[src/rtl/ram_nxw.sv]
// ram_nxw: DEPTH x WIDTH RAM with zero/ones sweep controller; optional parity via RAM_NXW_PARITY_EN
module ram_nxw #(
    parameter int WIDTH = 8,
    parameter int DEPTH = 4,
    parameter int AW = $clog2(DEPTH)
) (
    input  logic             clk,
    input  logic             clear,
    input  logic             we,
    input  logic             re,
    input  logic             preset,
    input  logic [AW-1:0]    address,
    input  logic [WIDTH-1:0] din,
`ifdef RAM_NXW_PARITY_EN
    input  logic             perr_inject,
    output logic             perr,
`endif
    output logic [WIDTH-1:0] dout,
    output logic             valid,
    output logic             busy
);
`ifdef RAM_NXW_PARITY_EN
    localparam int SW = WIDTH + 1;
`else
    localparam int SW = WIDTH;
`endif
    localparam logic [WIDTH-1:0] all_ones = '1;
    typedef enum logic [1:0] {INIT, IDLE, FILL} state_t;
    state_t state, state_n;
    logic [AW-1:0] ptr, ptr_n, wr_addr;
    logic [SW-1:0] mem [DEPTH];
    logic [SW-1:0] din_word, ones_word, wr_word;
    logic sweep, wr_en, rd_en;
`ifdef RAM_NXW_PARITY_EN
    assign din_word  = {^din ^ perr_inject, din};
    assign ones_word = {^all_ones, all_ones};
`else
    assign din_word  = din;
    assign ones_word = all_ones;
`endif
    always_comb begin
        sweep   = state != IDLE;
        state_n = sweep ? (ptr == AW'(DEPTH - 1) ? IDLE : state) : (preset ? FILL : IDLE);
        ptr_n   = sweep ? ptr + 1'b1 : ptr;
        wr_en   = clear & (sweep | (we & ~preset));
        wr_addr = sweep ? ptr : address;
        wr_word = state == INIT ? '0 : state == FILL ? ones_word : din_word;
        rd_en   = ~sweep & re & ~preset;
    end
    always_ff @(posedge clk) begin
        if (!clear) begin
            state <= INIT;
            ptr   <= '0;
            busy  <= 1'b1;
            dout  <= '0;
            valid <= 1'b0;
`ifdef RAM_NXW_PARITY_EN
            perr  <= 1'b0;
`endif
        end else begin
            state <= state_n;
            ptr   <= ptr_n;
            busy  <= state_n != IDLE;
            valid <= rd_en;
            if (rd_en) dout <= mem[address][WIDTH-1:0];
`ifdef RAM_NXW_PARITY_EN
            perr  <= rd_en & (^mem[address]);
`endif
        end
    end
    always_ff @(posedge clk) begin
        if (wr_en) mem[wr_addr] <= wr_word;
    end
endmodule
[config.mk]
export PLATFORM = sky130hd
export DESIGN_NAME = ram_nxw
export DESIGN_NICKNAME = d
export VERILOG_FILES = /design/src/rtl/ram_nxw.sv
export SDC_FILE = /design/constraint.sdc
export NUM_CORES = 1
export LEC_CHECK = 0
export CAP_MARGIN = 40
export CORE_ASPECT_RATIO = 1.2
export CORE_MARGIN = 5
export CORE_UTILIZATION = 48
export CTS_CLUSTER_SIZE = 30
export DETAILED_ROUTE_END_ITERATION = 6
export PLACE_DENSITY = 0.85
export SYNTH_ARGS = -nofsm -noshare
export SYNTH_HDL_FRONTEND = slang
export SYNTH_SLANG_ARGS = --single-unit
[constraint.sdc]
create_clock -name clk -period 1.7 [get_ports clk]
set_input_delay 0.17 -clock clk [delete_from_list [all_inputs] [get_ports clk]]
set_output_delay 0.17 -clock clk [all_outputs]
set_load 0.05 [all_outputs]
==> parameters.txt, run 1 <==
Parameter                              Value

Place
  Placed Instances    between 200 and 250
  Number of input and output port buffers inserted    24
  Setup slack after placement    -0.107 ns
  Placed wire-length estimate    between 2000 and 3000 um
  Post-placement cell area    approximately 2200 um2
  Final weighted congestion in routability-driven placement    ~0.9

Setup path
  Master of the slowest instance on the critical path    sky130_fd_sc_hd__clkdlybuf4s50_1
  Kind of start point of the critical path    flop
  Worst setup startpoint    dout[1]
  R2R depth    5
  Worst r2r src    state[1]
  Crit path buf inv count    1
  Data arrival, critical path    ~1.5 ns
  WS Path Type    reg -> out
  Critical-path cell list    clkdlybuf4s50_1
  Cell depth of the worst setup path    1
  Worst path required time    1.53 ns
  Critical Path Sink    dout[1]
  Kind of cell with the highest combined delay on the critical path    buffers and inverters
  Critical R2R Capture    mem[3][2]
  Maximum cell stage delay along the critical path    slightly above 0.8 ns
  Maximum fanout along the worst path    2
  Crit path capture type    primary output
  Flop-to-flop setup slack    0.11 ns

Clock network
  Maximum level of the CTS H-tree    2
  Maximum root-to-sink buffer count    2
  Cell at the root of the clock tree    sky130_fd_sc_hd__clkbuf_8
  Sink Count    46
  Clock Pin Slew Worst Setup and Hold Paths    0.08 ns
  Clock tree from TritonCTS    built
  Number of CTS-inserted buffers    5
  Hold buffer count at cts    0
  Clk Latency, worst-skew pair    roughly 0.3 ns

Timing
  Number of hold-slack violations in the final timing report    0
  PnR worst setup slack    about 0.083 ns
  Post-route fraction of the period consumed by the critical path    a little over nine tenths
  Smallest hold slack    approximately 0.48 ns
  Highest attainable clock frequency    approximately 620 MHz
  Max-slew violation count    0
  Post-Route Skew    around 0.0058 ns
  Relative slew slack    about 67%
  Sum of negative setup slack    0 ns
  RSZ-0062 raised after global routing    no
  Worst-margin pin slew    0.498 ns
  Endpoints failing setup    0
  Clock period minus final worst setup slack    1.62 ns

Drt
  Routed WL per cell    17.2 um
  Routed wire length    3670 um
  Vias per inst    5.26
  Detail Route Antenna Nets    0
  Drt drc    0
  First drt pass iteration count    4
  Initial DRC count    about 70
  Via Count    around 1100

Global routing
  Wire length of the first global-routing pass    approximately 6000 um
  Largest net degree at the start of global routing    15
  Initial antenna violation count    0
  GRT Overall Usage    16.2%
  Grt total ovfl    0
  Via count of the first global-routing pass    about 1200

Floorplan
  Die Ht    approximately 77 um
  Total Die Area    slightly above 5000 um2
  Initial Util    49.8%
  Width of the chip    between 60 and 70 um
  Number of top-level pins    25
  Num rows    24
  Core area    3630 um2

Finish
  Area Growth Syn to Fin    28.9%
  Final Core Density    between 60 and 70%
  Layout cell share with drive strength beyond 1    24.2%
  Post-layout instance count excluding filler cells    roughly 210
  Final antenna diode count    0
  Number of nets in the layout    approximately 180
  Cell area after layout    roughly 2300 um2

Synthesis
  Primary FF master, synth    sky130_fd_sc_hd__edfxtp_1
  Most instantiated library cell after synthesis    sky130_fd_sc_hd__edfxtp_1
  Number of nets produced by synthesis    roughly 130
  Number of instances in the synthesized netlist    116
  Sequential share of the synthesized area    68.6%
  Post-synthesis sequential element count    46
  Synthesized area per cell    around 16 um2
  Cell variety after synth    23
  Cell taking the most area after synthesis    sky130_fd_sc_hd__edfxtp_1
  Number of enable flip-flop cells after synthesis    32
  Area of the mapped netlist    approximately 1800 um2
  Yosys top cell area share    between 50 and 60%
  Share of flip-flops with an asynchronous set or reset    0%
  Most frequent cells after synthesis    sky130_fd_sc_hd__edfxtp_1 (32), sky130_fd_sc_hd__nand2_1 (20), sky130_fd_sc_hd__dfxtp_1 (14)
  Warning count from the yosys run    0
  Dominant cells by area after synthesis    sky130_fd_sc_hd__edfxtp_1 (53%), sky130_fd_sc_hd__dfxtp_1 (15%), sky130_fd_sc_hd__mux4_2 (7.5%)

Power
  Power Dens Cells    1110 nW/um2
  Final total power    between 2 and 3 mW
  Worst IR Drop VDD    ~500 uV
  Leak pwr    0.884 nW

Job
  MaxCap Viol Count    0

Hold path
  Class of the worst hold path    reg -> reg

Run status
  Outcome    complete, no violations
[power breakdown]
| part | leakage (nW) | internal, mW | switching, mW |
|---|---|---|---|
| combinational | 0.410 | 0.182 | 0.203 |
| clock | 0.0585 | 0.479 | 0.350 |
| sequential | 0.416 | 1.33 | 0.0395 |
| total | 0.884 | 1.99 | 0.593 |
[registers in the layout, indices dropped and copies added (netlist names)]
name,flops
busy,1
dout,8
mem,32
ptr,2
state,2
valid,1
[repair_timing]
item / in CTS / in global routing
setup buffers: 0 / 0
hold endpoints to repair: 0 / 0
endpoints found under the setup margin: 0 / 29
resized for setup: 0 / 2
[metal layers]
layer  share of wire [%]  up-vias  GRT usage, %
li1                    -      527             -
met3                 3.5        6          3.51
met1                  37      564          16.4
met4                 2.2        0          7.93
met5                   0        -             0
met2                  58       23          30.1
[worst min path at each step]
stage / startpoint / to / slack, ns / cells after the start
2_1_floorplan: preset / valid / 0.27 / 1
3_3_place_gp: dout[2] / dout[2] / 0.46 / 1
3_5_place_dp: dout[5] / dout[5] / 0.46 / 1
4_1_cts: dout[5] / dout[5] / 0.49 / 1
5_1_grt: dout[0] / dout[0] / 0.50 / 1
6_report: dout[3] / dout[3] / 0.48 / 1
[cell families (layout without fill, tap and decap cells)]
| group | Yosys count | in the layout | share of synthesized area [%] |
|---|---|---|---|
| flops | 46 | 46 | 68.6 |
| simple gates | 35 | 35 | 10.3 |
| compound gates | 18 | 18 | 7.33 |
| mux | 8 | 8 | 10.4 |
| buf+inv | 7 | 52 | 2.28 |
| fa+ha+maj | 1 | 1 | 0.691 |
| xor+xnor | 1 | 1 | 0.484 |
[layout make-up]
class / instances / area, um2
flip-flops and latches: 46 / 1240
inverters: 2 / 7.51
multi-input cells: 63 / 536
well taps: 52 / 65.1
clock buffers: 7 / 86.3
fillers: 263 / 1300
repair buffers: 42 / 368
clock inverters: 1 / 30.0
[layout by cell type (no fill, tap or decap), types with 2 or more instances in the layout]
cell type                         instances
sky130_fd_sc_hd__or3_1                    2
sky130_fd_sc_hd__mux4_2                   6
sky130_fd_sc_hd__clkdlybuf4s50_1         21
sky130_fd_sc_hd__edfxtp_1                32
sky130_fd_sc_hd__buf_4                   21
sky130_fd_sc_hd__dfxtp_1                 14
sky130_fd_sc_hd__mux4_1                   2
sky130_fd_sc_hd__nand3b_1                 4
sky130_fd_sc_hd__nand2_1                 20
sky130_fd_sc_hd__clkbuf_8                 6
sky130_fd_sc_hd__a22o_1                   8
sky130_fd_sc_hd__a21oi_2                  2
sky130_fd_sc_hd__or2b_1                   2
sky130_fd_sc_hd__nor2b_1                  2
sky130_fd_sc_hd__a21oi_1                  5
sky130_fd_sc_hd__nand3_1                  2
[worst reg2reg max path, delay by kind of cell (launching register included)]
family,cells,cell delay [ns]
and+or+nand+nor,2,0.34
DFF,1,0.39
AOI/OAI and AO/OA,1,0.19
buffers and inverters,2,0.38
Note: power is estimated with default switching activity, not from simulation.
==> run 2, diff against run 1 <==
Settings changed: CTS_CLUSTER_DIAMETER set to 200, TNS_END_PERCENT set to 30.
==> results of run 2 <==
The final DEF is identical to that of run 1; final timing and power are the same.
